$ cat src/rtl/spy_path_sampler.sv
`timescale 1ns/1ps
// Launch/capture controller for the chained spy delay paths: toggles the launch register,
// samples the chain output SAMPLE_CYCLES later, and counts rise/fall mismatches per window.
module spy_path_sampler #(
    parameter int unsigned SAMPLE_CYCLES = 1,
    parameter int unsigned SETTLE_CYCLES = 2,
    parameter int unsigned WINDOW        = 256,
    parameter int unsigned CNT_W         = 16,
    parameter bit          INVERT        = 1'b0
) (
    input  logic             clk,
    input  logic             resetN,
    input  logic             start,
    output logic             pathInput,
    input  logic             pathResult,
    output logic             busy,
    output logic             done,
    output logic [CNT_W-1:0] errRise,
    output logic [CNT_W-1:0] errFall,
    output logic             lastSample
);

    localparam int unsigned TRIAL_W = 16;
    localparam int unsigned DLY_MAX = (SAMPLE_CYCLES > SETTLE_CYCLES) ? SAMPLE_CYCLES : SETTLE_CYCLES;
    localparam int unsigned DLY_W   = (DLY_MAX > 1) ? $clog2(DLY_MAX) : 1;
    localparam logic [TRIAL_W-1:0] TRIAL_LAST = TRIAL_W'(WINDOW - 1);
    localparam logic [CNT_W-1:0]   CNT_MAX    = '1;

    typedef enum logic [1:0] {
        ST_IDLE   = 2'd0,
        ST_WAIT   = 2'd1,
        ST_EVAL   = 2'd2,
        ST_SETTLE = 2'd3
    } state_t;

    state_t             r_state, w_state_nxt;
    logic               r_path, w_path_nxt;
    logic               r_busy, w_busy_nxt;
    logic               r_done, w_done_nxt;
    logic               r_last, w_last_nxt;
    logic [CNT_W-1:0]   r_rise, w_rise_nxt;
    logic [CNT_W-1:0]   r_fall, w_fall_nxt;
    logic [TRIAL_W-1:0] r_trial, w_trial_nxt;
    logic [DLY_W-1:0]   r_cnt, w_cnt_nxt;
    logic               w_mismatch;

    // State and datapath registers; reset wins over everything.
    always_ff @(posedge clk) begin
        if (!resetN) begin
            r_state <= ST_IDLE;
            r_path  <= 1'b0;
            r_busy  <= 1'b0;
            r_done  <= 1'b0;
            r_last  <= 1'b0;
            r_rise  <= '0;
            r_fall  <= '0;
            r_trial <= '0;
            r_cnt   <= '0;
        end else begin
            r_state <= w_state_nxt;
            r_path  <= w_path_nxt;
            r_busy  <= w_busy_nxt;
            r_done  <= w_done_nxt;
            r_last  <= w_last_nxt;
            r_rise  <= w_rise_nxt;
            r_fall  <= w_fall_nxt;
            r_trial <= w_trial_nxt;
            r_cnt   <= w_cnt_nxt;
        end
    end

    // Next-state logic; r_cnt serves as wait counter in WAIT and settle counter in SETTLE.
    always_comb begin
        w_state_nxt = r_state;
        w_path_nxt  = r_path;
        w_busy_nxt  = r_busy;
        w_done_nxt  = 1'b0;
        w_last_nxt  = r_last;
        w_rise_nxt  = r_rise;
        w_fall_nxt  = r_fall;
        w_trial_nxt = r_trial;
        w_cnt_nxt   = r_cnt;
        w_mismatch  = (r_last != (r_path ^ INVERT));

        case (r_state)
            ST_IDLE: begin
                if (start) begin
                    w_path_nxt  = ~r_path;
                    w_rise_nxt  = '0;
                    w_fall_nxt  = '0;
                    w_trial_nxt = '0;
                    w_busy_nxt  = 1'b1;
                    w_cnt_nxt   = DLY_W'(SAMPLE_CYCLES - 1);
                    w_state_nxt = ST_WAIT;
                end
            end
            ST_WAIT: begin
                if (r_cnt == '0) begin
                    w_last_nxt  = pathResult;
                    w_state_nxt = ST_EVAL;
                end else begin
                    w_cnt_nxt = r_cnt - DLY_W'(1);
                end
            end
            ST_EVAL: begin
                if (w_mismatch) begin
                    if (r_path) begin
                        if (r_rise != CNT_MAX) w_rise_nxt = r_rise + CNT_W'(1);
                    end else begin
                        if (r_fall != CNT_MAX) w_fall_nxt = r_fall + CNT_W'(1);
                    end
                end
                w_trial_nxt = r_trial + TRIAL_W'(1);
                if (r_trial == TRIAL_LAST) begin
                    w_state_nxt = ST_IDLE;
                    w_busy_nxt  = 1'b0;
                    w_done_nxt  = 1'b1;
                end else begin
                    w_state_nxt = ST_SETTLE;
                    w_cnt_nxt   = DLY_W'(SETTLE_CYCLES - 1);
                end
            end
            ST_SETTLE: begin
                if (r_cnt == '0) begin
                    w_path_nxt  = ~r_path;
                    w_cnt_nxt   = DLY_W'(SAMPLE_CYCLES - 1);
                    w_state_nxt = ST_WAIT;
                end else begin
                    w_cnt_nxt = r_cnt - DLY_W'(1);
                end
            end
            default: w_state_nxt = ST_IDLE;
        endcase
    end

    assign pathInput  = r_path;
    assign busy       = r_busy;
    assign done       = r_done;
    assign lastSample = r_last;
    assign errRise    = r_rise;
    assign errFall    = r_fall;

endmodule

$ cat config.mk
export PLATFORM = sky130hd
export DESIGN_NAME = spy_path_sampler
export DESIGN_NICKNAME = d
export VERILOG_FILES = /design/src/rtl/spy_path_sampler.sv
export SDC_FILE = /design/constraint.sdc
export NUM_CORES = 1
export LEC_CHECK = 0
export BUFFER_PORTS_ARGS = -buffer_cell sky130_fd_sc_hd__buf_2
export CAP_MARGIN = 30
export CORE_MARGIN = 2
export CORE_UTILIZATION = 52
export DETAILED_ROUTE_END_ITERATION = 12
export GPL_TIMING_DRIVEN = 0
export PLACE_DENSITY = 0.73
export SYNTH_ARGS = -nofsm -noshare
export SYNTH_HDL_FRONTEND = slang
export SYNTH_SLANG_ARGS = --single-unit
$ cat constraint.sdc
create_clock -name clk -period 2.55 [get_ports clk]
set_input_delay 0.6375 -clock clk [delete_from_list [all_inputs] [get_ports clk]]
set_output_delay 0.6375 -clock clk [all_outputs]
set_load 0.05 [all_outputs]
==> summary.md, run 1 <==
| Metric | Value |
|---|---|
| WL/cell | 15.9 um |
| Ant diodes | 0 |
| Largest area contributor in the netlist | dfxtp_1 |
| Static Leakage | 1.20 nW |
| Warnings, synthesis | 0 |
| Synth-to-Final Area Change | 13.5% |
| Share of cells above drive strength 1 | 0.164 |
| Area share of the largest cell type after synthesis | 0.375 |
| Initial Util | 0.537 |
| Initial DRT Pass Iterations | 5 |
| # rows | 27 |
| Arrival time worst endpoint | 2.58 ns |
| Critical path class | reg2reg |
| Via density | 6.14 |
| Number of global-route vias before repair | 2734 |
| FF+latch count, synth | 55 |
| Reg clk slew, reported paths | 0.10 ns |
| CTS Buf Count | 5 |
| RSZ-0062 raised after global routing | false |
| All-Layer GR Usage | 0.252 |
| CP Data Required Time | 2.79 ns |
| Syn Inst Count | 363 |
| CTS root buf | clkbuf_8 |
| CTS tree | built |
| Placed cells | 473 |
| Crit end category | flop |
| Busiest metal layer after global routing | met2 |
| Status | finished, final reports clean |
| # IOs | 40 |
| Util after Layout | 0.609 |
| Final Hold Viols | 0 |
| Initial antenna violation count | 0 |
| Cell Area, Synth | 2940 um^2 |
| HP Class | reg2reg |
| Filler-free cell count of the finished design | 481 |
| Sequential area share after synthesis | 0.375 |
| Fin crit share | 0.920 |
| Type of origin of the critical path | flop |
| Fin nets | 419 |
| Post-synth EDFFs | 0 |
| Final setup viols | 0 |
| # DRC | 0 |
| Clock tree buffer depth | 2 |
| Post CTS Setup Buffer Count | 0 |
| Chip Width | 79.2 um |
| Routed wire length | 7.66 mm |
| Fillers | 532 |
| Sequential cell area | 1100 um^2 |
| Die area | 6270 um^2 |
| Final worst path period need | 2.35 ns |
| Area of the multi-input gates | 1710 um^2 |
| Final slew viol count | 0 |
| Primary FF master, synth | dfxtp_1 |
| Antenna Nets Post-Route | 0 |
| Pwr/cell area | 622 nW/um^2 |
| F_max | 426 MHz |
| Hold_buf cts | 0 |
| Global routing usage on met2 | 0.431 |
| CORE AREA | 5470 um^2 |
| Peak supply drop | 272 uV |
| Hold Slack | 0.490 ns |
| Net Count, Synth | 374 |
| Pin count of the biggest net entering global routing | 17 |
| Later-pin clock latency in the skew report | 0.31 ns |
| Critical path peak fanout | 8 |
| Routability Congestion | 0.924 |
| Via Count | 2951 |
| Placed wire-length estimate | 5.42 mm |
| Global Route met1 Usage | 0.325 |
| Top cells by area, synth | dfxtp_1 37%, nand3_1 6.0%, nand2_1 4.6% |
| PortBufs | 38 |
| Initial DRC count | 270 |
| TritonCTS Sinks | 55 |
| Synth async-reset ratio | 0 |
| Skew final | 0.00737 ns |
| Htree depth | 2 |
| Chip Height | 79.2 um |
| Overflow after GRT | 0 |
| Maxcap violations | 0 |
| Grt met3 use | 0.0330 |
| Power consumption | 2.07 mW |
| First-pass GRT wire length | 12.7 mm |
| Synth unique cells | 48 |
| Syn Area/Cell | 8.09 um^2 |
| Worst-Margin Slew | 0.797 ns |
| Max_slew headroom | 0.465 |
[per-layer routing]
layer	vias up	share of wire
li1	1439	-
met1	1370	0.44
met2	128	0.48
met3	14	0.063
met4	0	0.016
met5	-	0
[report_power, final]
group | total, mW | internal (mW) | switching, mW
clock network | 0.522 | 0.224 | 0.298
registers | 0.921 | 0.891 | 0.0303
logic | 0.631 | 0.197 | 0.434
total | 2.07 | 1.31 | 0.762
[final cells by class]
cell class	count	share of cell area
multi-input cells	280	0.514
flip-flops and latches	55	0.330
repair buffers	38	0.0571
plain buffers	20	0.0345
well taps	72	0.0270
clock buffers	7	0.0259
inverters	8	0.00901
clock inverters	1	0.00263
[placed cells by master, fill, tap and decap left out, types with 2 or more instances in the layout]
master,n
dfxtp_1,55
buf_2,42
nand2_1,36
nand3_1,35
nor2_1,34
a21oi_1,18
nand4_1,18
o21ai_0,14
clkbuf_1,12
or4_1,11
xor2_1,11
o211ai_1,9
inv_1,8
clkbuf_8,8
nor3_1,7
a31oi_1,7
or3_1,7
ha_1,7
nand4b_1,5
and4_1,5
o31ai_1,5
and3_1,5
and2_1,4
or2_2,4
nand3b_1,3
xnor2_1,3
mux2i_1,3
buf_6,2
or2b_1,2
nor4_1,2
a32oi_1,2
o2111ai_1,2
a31o_2,2
nand2b_1,2
o311ai_0,2
a211oi_1,2
[repair_timing]
action | CTS | global route
resized for setup | 0 | 4
endpoints found under the hold margin | 0 | 0
endpoints found under the setup margin | 0 | 23
[cell usage after synthesis (2+ instances only)]
| library cell | n |
|---|---|
| dfxtp_1 | 55 |
| nand2_1 | 36 |
| nand3_1 | 35 |
| nor2_1 | 34 |
| a21oi_1 | 18 |
| nand4_1 | 18 |
| o21ai_0 | 14 |
| clkbuf_1 | 11 |
| or4_1 | 11 |
| xor2_1 | 11 |
| o211ai_1 | 9 |
| inv_1 | 8 |
| a31oi_1 | 7 |
| ha_1 | 7 |
| nor3_1 | 7 |
| or3_1 | 7 |
| and3_1 | 5 |
| and4_1 | 5 |
| nand4b_1 | 5 |
| o31ai_1 | 5 |
| and2_1 | 4 |
| buf_2 | 4 |
| mux2i_1 | 4 |
| or2_2 | 4 |
| nand3b_1 | 3 |
| nor4_1 | 3 |
| xnor2_1 | 3 |
| a211oi_1 | 2 |
| a31o_2 | 2 |
| a32oi_1 | 2 |
| buf_6 | 2 |
| clkbuf_8 | 2 |
| nand2b_1 | 2 |
| o2111ai_1 | 2 |
| o311ai_0 | 2 |
| or2b_1 | 2 |
[flip-flops by register name, summed over array words and instances, names as in the netlist]
name / count
pathInput: 1
done: 1
r_trial: 16
errFall: 16
busy: 1
errRise: 16
lastSample: 1
r_state: 2
r_cnt: 1
[logic make-up after synthesis]
logic type,share of synthesized area
xor gates and xnor gates,0.0417
muxes,0.0136
DFF,0.375
adders and majority gates,0.0298
and+or+nand+nor,0.332
AOI/OAI and AO/OA,0.159
buffers and inverters,0.0494
[stage by stage]
stage                     setup WS [ns]  TNS (ns)  cell area (um^2)
after floorplan                   0.290         0              2940
after global placement          -0.0237    -0.101              3220
after detailed placement       -0.00638  -0.00638              3220
after CTS                       0.00920         0              3310
after global routing             0.0158         0              3330
final                             0.204         0              3330
[path summary, 6_finish.rpt]
| path | startpoint | endpoint | slack [ns] | cells past startpoint |
|---|---|---|---|---|
| max | r_state[0] | errFall[5] | 0.20 | 8 |
| min | busy | busy | 0.49 | 2 |
| max reg2reg | r_state[0] | errFall[5] | 0.20 | 8 |
| min reg2reg | busy | busy | 0.49 | 2 |
[worst max-delay path, stage by stage, from the launching register on]
cell      delay, ns
dfxtp_1        0.40
inv_1          0.08
ha_1           0.27
or2b_1         0.17
clkbuf_1       0.30
nand2_1        0.16
or3_1          0.45
or3_1          0.36
o21ai_0        0.08
Note: power is estimated with default switching activity, not from simulation.
==> inputs of run 2 (changes only) <==
- CELL_PAD_IN_SITES_DETAIL_PLACEMENT: unset -> 1
- CELL_PAD_IN_SITES_GLOBAL_PLACEMENT: unset -> 1
- CORE_UTILIZATION: 52 -> 42
- PLACE_DENSITY: 0.73 -> unset
- PLACE_DENSITY_LB_ADDON: unset -> 0.1
==> run 2 against run 1 <==
Against the previous run: sequential power rose by 0.5%; utilization down 11 points; highest routed layer unchanged; largest cell class unchanged; count of clock-buffer cells in the layout shrank 2; clock power grew 34%.
==> summary.md, run 2 (synthesized netlist as in run 1, its figures left out) <==
| Metric | Value |
|---|---|
| Final Hold Viols | 0 |
| CTS root buf | clkbuf_8 |
| Critical path class | reg2reg |
| Htree depth | 2 |
| Chip Width | 87.6 um |
| Initial DRC count | 102 |
| Reg clk slew, reported paths | 0.10 ns |
| Ant diodes | 0 |
| Crit end category | flop |
| Via Count | 2928 |
| Post CTS Setup Buffer Count | 0 |
| Chip Height | 87.6 um |
| Arrival time worst endpoint | 2.64 ns |
| Commonest non-fill, non-tap cells in the layout | 55 x dfxtp_1, 42 x buf_2, 36 x nand2_1 |
| Hold wc startpoint | errRise[1] |
| Pwr/cell area | 669 nW/um^2 |
| First-pass GRT wire length | 14.0 mm |
| Routability Congestion | 0.838 |
| # rows | 30 |
| Crit path top cell by count | or3_1 |
| Final slew viol count | 0 |
| R2r worst-path depth | 8 |
| HP Class | reg2reg |
| Placed wire-length estimate | 6.21 mm |
| F_max | 420 MHz |
| Final worst path period need | 2.38 ns |
| Synth-to-Final Area Change | 15.9% |
| CP Data Required Time | 2.80 ns |
| Number of global-route vias before repair | 2835 |
| Worst-Margin Slew | 0.817 ns |
| Final setup viols | 0 |
| DP Worst Slack | -0.0499 ns |
| Fin crit share | 0.934 |
| Commonest non-fill, non-tap cell in the layout | dfxtp_1 |
| CTS Buf Count | 5 |
| TritonCTS Sinks | 55 |
| FF-to-FF End | errFall[5] |
| Initial DRT Pass Iterations | 4 |
| Max incr delay on CP | 0.45 ns |
| Crit-path cells | inv_1 > ha_1 > or2b_1 > clkbuf_1 > nand2_1 > or3_1 > or3_1 > o21ai_0 |
| Worst reg-to-reg setup slack | 0.17 ns |
| Max_slew headroom | 0.451 |
| CORE AREA | 6790 um^2 |
| All-Layer GR Usage | 0.232 |
| Share of cells above drive strength 1 | 0.166 |
| Peak supply drop | 264 uV |
| Static Leakage | 1.22 nW |
| Critical path peak fanout | 8 |
| # DRC | 0 |
| Status | finished, final reports clean |
| CTS tree | built |
| Pin count of the biggest net entering global routing | 18 |
| Die area | 7680 um^2 |
| R2R Path Start | r_state[0] |
| Setup TNS | 0 ns |
| Initial Util | 0.432 |
| RSZ-0062 raised after global routing | false |
| Overflow after GRT | 0 |
| WL/cell | 17.0 um |
| Setup crit start | r_state[0] |
| CP endpoint | errFall[5] |
| Placed cells | 497 |
| Fin nets | 419 |
| Slowest CP cell | or3_1 |
| Initial antenna violation count | 0 |
| # IOs | 40 |
| Hold_buf cts | 0 |
| Clock tree buffer depth | 2 |
| Skew final | 0.00722 ns |
| Filler-free cell count of the finished design | 505 |
| Antenna Nets Post-Route | 0 |
| Final WS setup | 0.168 ns |
| Routed wire length | 8.61 mm |
| Maxcap violations | 0 |
| Power consumption | 2.28 mW |
| Hold Slack | 0.512 ns |
| Via density | 5.80 |
| Later-pin clock latency in the skew report | 0.32 ns |
| PortBufs | 38 |
| Type of origin of the critical path | flop |
## run 2: worst min-delay path by stage
stage | end | cells past startpoint
final | errRise[1] | 2
after global routing | r_state[0] | 2
after CTS | errRise[1] | 2
after detailed placement | errRise[1] | 2
after global placement | errRise[1] | 2
after floorplan | r_trial[15] | 2
## run 2: critical path: cells and delay by family, from the launching register on
family | cells | cell delay [ns]
buffers and inverters | 2 | 0.39
AOI/OAI and AO/OA | 1 | 0.08
and+or+nand+nor | 4 | 1.17
DFF | 1 | 0.40
adders and majority gates | 1 | 0.28
## run 2: final cells by class
cell class | count | area [um^2]
Tap cell | 96 | 120
Buffer | 20 | 115
Clock buffer | 5 | 68.8
Multi-Input combinational cell | 280 | 1710
Inverter | 8 | 30.0
Sequential cell | 55 | 1100
Clock inverter | 3 | 67.6
Timing Repair Buffer | 38 | 190
Fill cell | 858 | 3390
## run 2: timing repair
item / in CTS / in global routing
gates cloned: 0 / 0
endpoints found under the setup margin: 9 / 10
resized for setup: 1 / 3
## run 2: per-stage QoR
step                       util  area, um^2
after floorplan               -        2940
after global placement    0.478        3250
after detailed placement  0.478        3250
after CTS                 0.499        3390
after global routing      0.501        3400
final                     0.501        3400
## run 2: power by group
group | switching [mW] | internal [mW]
combinational | 0.453 | 0.197
clock | 0.308 | 0.392
sequential | 0.0354 | 0.891
## run 2: layer usage
layer  track usage  vias to the layer above  part of all wire
li1              -                     1437                 -
met2         0.400                       48              0.50
met4        0.0685                        0            0.0085
met3        0.0339                        6             0.032
met1         0.299                     1437              0.46
met5             0                        -                 0
==> inputs of run 3 (changes only) <==
- BUFFER_PORTS_ARGS: -buffer_cell sky130_fd_sc_hd__buf_2 -> unset
- CORE_UTILIZATION: 42 -> 47
- DONT_BUFFER_PORTS: unset -> 1
==> run 3 against run 2 <==
Against the previous run: power decreased by 7.3%; hold slack worse by 0.038 ns; non-clock buffer count shrank 38.
==> summary.md, run 3 (synthesized netlist as in run 1, its figures left out) <==
| Metric | Value |
|---|---|
| Status | finished, final reports clean |
| Final worst path period need | 2.40 ns |
| # IOs | 40 |
| Initial Util | 0.490 |
| Chip Width | 83.1 um |
| Overflow after GRT | 0 |
| Max_slew headroom | 0.406 |
| Crit end category | flop |
| DP Worst Slack | -0.229 ns |
| # rows | 28 |
| Sw Ratio | 0.371 |
| Reg clk slew, reported paths | 0.10 ns |
| Commonest non-fill, non-tap cell in the layout | nand2_1 |
| Crit-path cells | inv_1 > ha_1 > mux2i_4 > a21o_2 > or2_2 > clkbuf_1 > clkbuf_4 > o211ai_1 > o31ai_1 |
| Initial antenna violation count | 0 |
| Via density | 6.33 |
| Number of global-route vias before repair | 2829 |
| Setup TNS | 0 ns |
| Later-pin clock latency in the skew report | 0.31 ns |
| Max incr delay on CP | 0.40 ns |
| CTS root buf | clkbuf_8 |
| # DRC | 0 |
| CTS tree | built |
| TritonCTS Sinks | 55 |
| Static Leakage | 1.01 nW |
| HP Class | in2reg |
| Chip Height | 83.1 um |
| Critical path class | reg2reg |
| Antenna Nets Post-Route | 0 |
| Hold Slack | 0.473 ns |
| Placed wire-length estimate | 5.99 mm |
| Pwr/cell area | 659 nW/um^2 |
| Initial DRC count | 119 |
| Skew final | 0.00601 ns |
| CP delay by family, top | compound AO/OA/AOI/OAI gates |
| Critical path peak fanout | 10 |
| WL/cell | 19.6 um |
| Commonest non-fill, non-tap cells in the layout | 36 x nand2_1, 35 x nand3_1, 34 x nor2_1 |
| Ant diodes | 0 |
| Die area | 6900 um^2 |
| Final setup viols | 0 |
| Pint | 1.33 mW |
| CP Data Required Time | 2.75 ns |
| Sequential share of power | 0.464 |
| First-pass GRT wire length | 14.1 mm |
| Fillers | 725 |
| Clock tree buffer depth | 2 |
| CORE AREA | 5990 um^2 |
| CTS Buf Count | 5 |
| Cts repair resizes | 22 |
| Type of origin of the critical path | flop |
| Final Hold Viols | 0 |
| Gate power share | 0.276 |
| Slowest CP cell | dfxtp_1 |
| PortBufs | 0 |
| Final slew viol count | 0 |
| Routed wire length | 8.76 mm |
| Hold_buf cts | 0 |
| Psw | 0.782 mW |
| Post CTS Setup Buffer Count | 0 |
| All-Layer GR Usage | 0.248 |
| CP Buf/Inv Count | 3 |
| Htree depth | 2 |
| Share of cells above drive strength 1 | 0.148 |
| Fin crit share | 0.943 |
| Synth-to-Final Area Change | 8.94% |
| Fin nets | 381 |
| Clock network fraction of design power | 0.260 |
| Initial DRT Pass Iterations | 4 |
| Peak supply drop | 293 uV |
| Via Count | 2825 |
| Maxcap violations | 0 |
| Pin count of the biggest net entering global routing | 17 |
| F_max | 416 MHz |
| Final WS setup | 0.146 ns |
| Arrival time worst endpoint | 2.60 ns |
| Routability Congestion | 0.811 |
| Worst-Margin Slew | 0.884 ns |
## run 3: changes by cell type in the layout (fill, tap and decap cells not counted), sizes merged
cell,before,now
buf,45,6
clkbuf,18,21
bufinv,2,0
## run 3: per-layer routing
layer | global-route usage | share of wire
met1 | 0.334 | 0.45
met2 | 0.409 | 0.47
met3 | 0.0398 | 0.059
met4 | 0.0775 | 0.014
met5 | 0 | 0
## run 3: layout make-up
type | count | area [um^2] | area share
plain buffers | 20 | 118 | 0.0367
well taps | 75 | 93.8 | 0.0293
multi-input cells | 280 | 1720 | 0.537
clock buffers | 7 | 96.3 | 0.0301
inverters | 8 | 30.0 | 0.00938
clock inverters | 1 | 7.51 | 0.00235
flip-flops and latches | 55 | 1140 | 0.355
## run 3: path summary, 6_finish.rpt
path	from	to	slack, ns	cells past startpoint
max	r_state[0]	errFall[7]	0.15	9
min	pathResult	lastSample	0.47	2
max reg2reg	r_state[0]	errFall[7]	0.15	9
min reg2reg	r_state[0]	r_state[0]	0.53	2
## run 3: stage by stage
stage | area, um^2 | std cells | util | power, mW
after CTS | 3180 | 446 | 0.531 | 2.11
after floorplan | 2940 | 363 | - | 1.38
after global routing | 3200 | 446 | 0.534 | 2.21
after detailed placement | 3030 | 438 | 0.506 | 1.55
final | 3200 | 446 | 0.534 | 2.11
after global placement | 3030 | 438 | 0.506 | 1.54
## run 3: power by group through the flow
stage	Combinational, mW	Clock [mW]	Sequential (mW)
global route	0.641	0.588	0.983
global placement	0.545	0	0.998
finish	0.582	0.549	0.979
detailed placement	0.550	0	1.00
floorplan	0.392	0	0.990
CTS	0.574	0.554	0.981
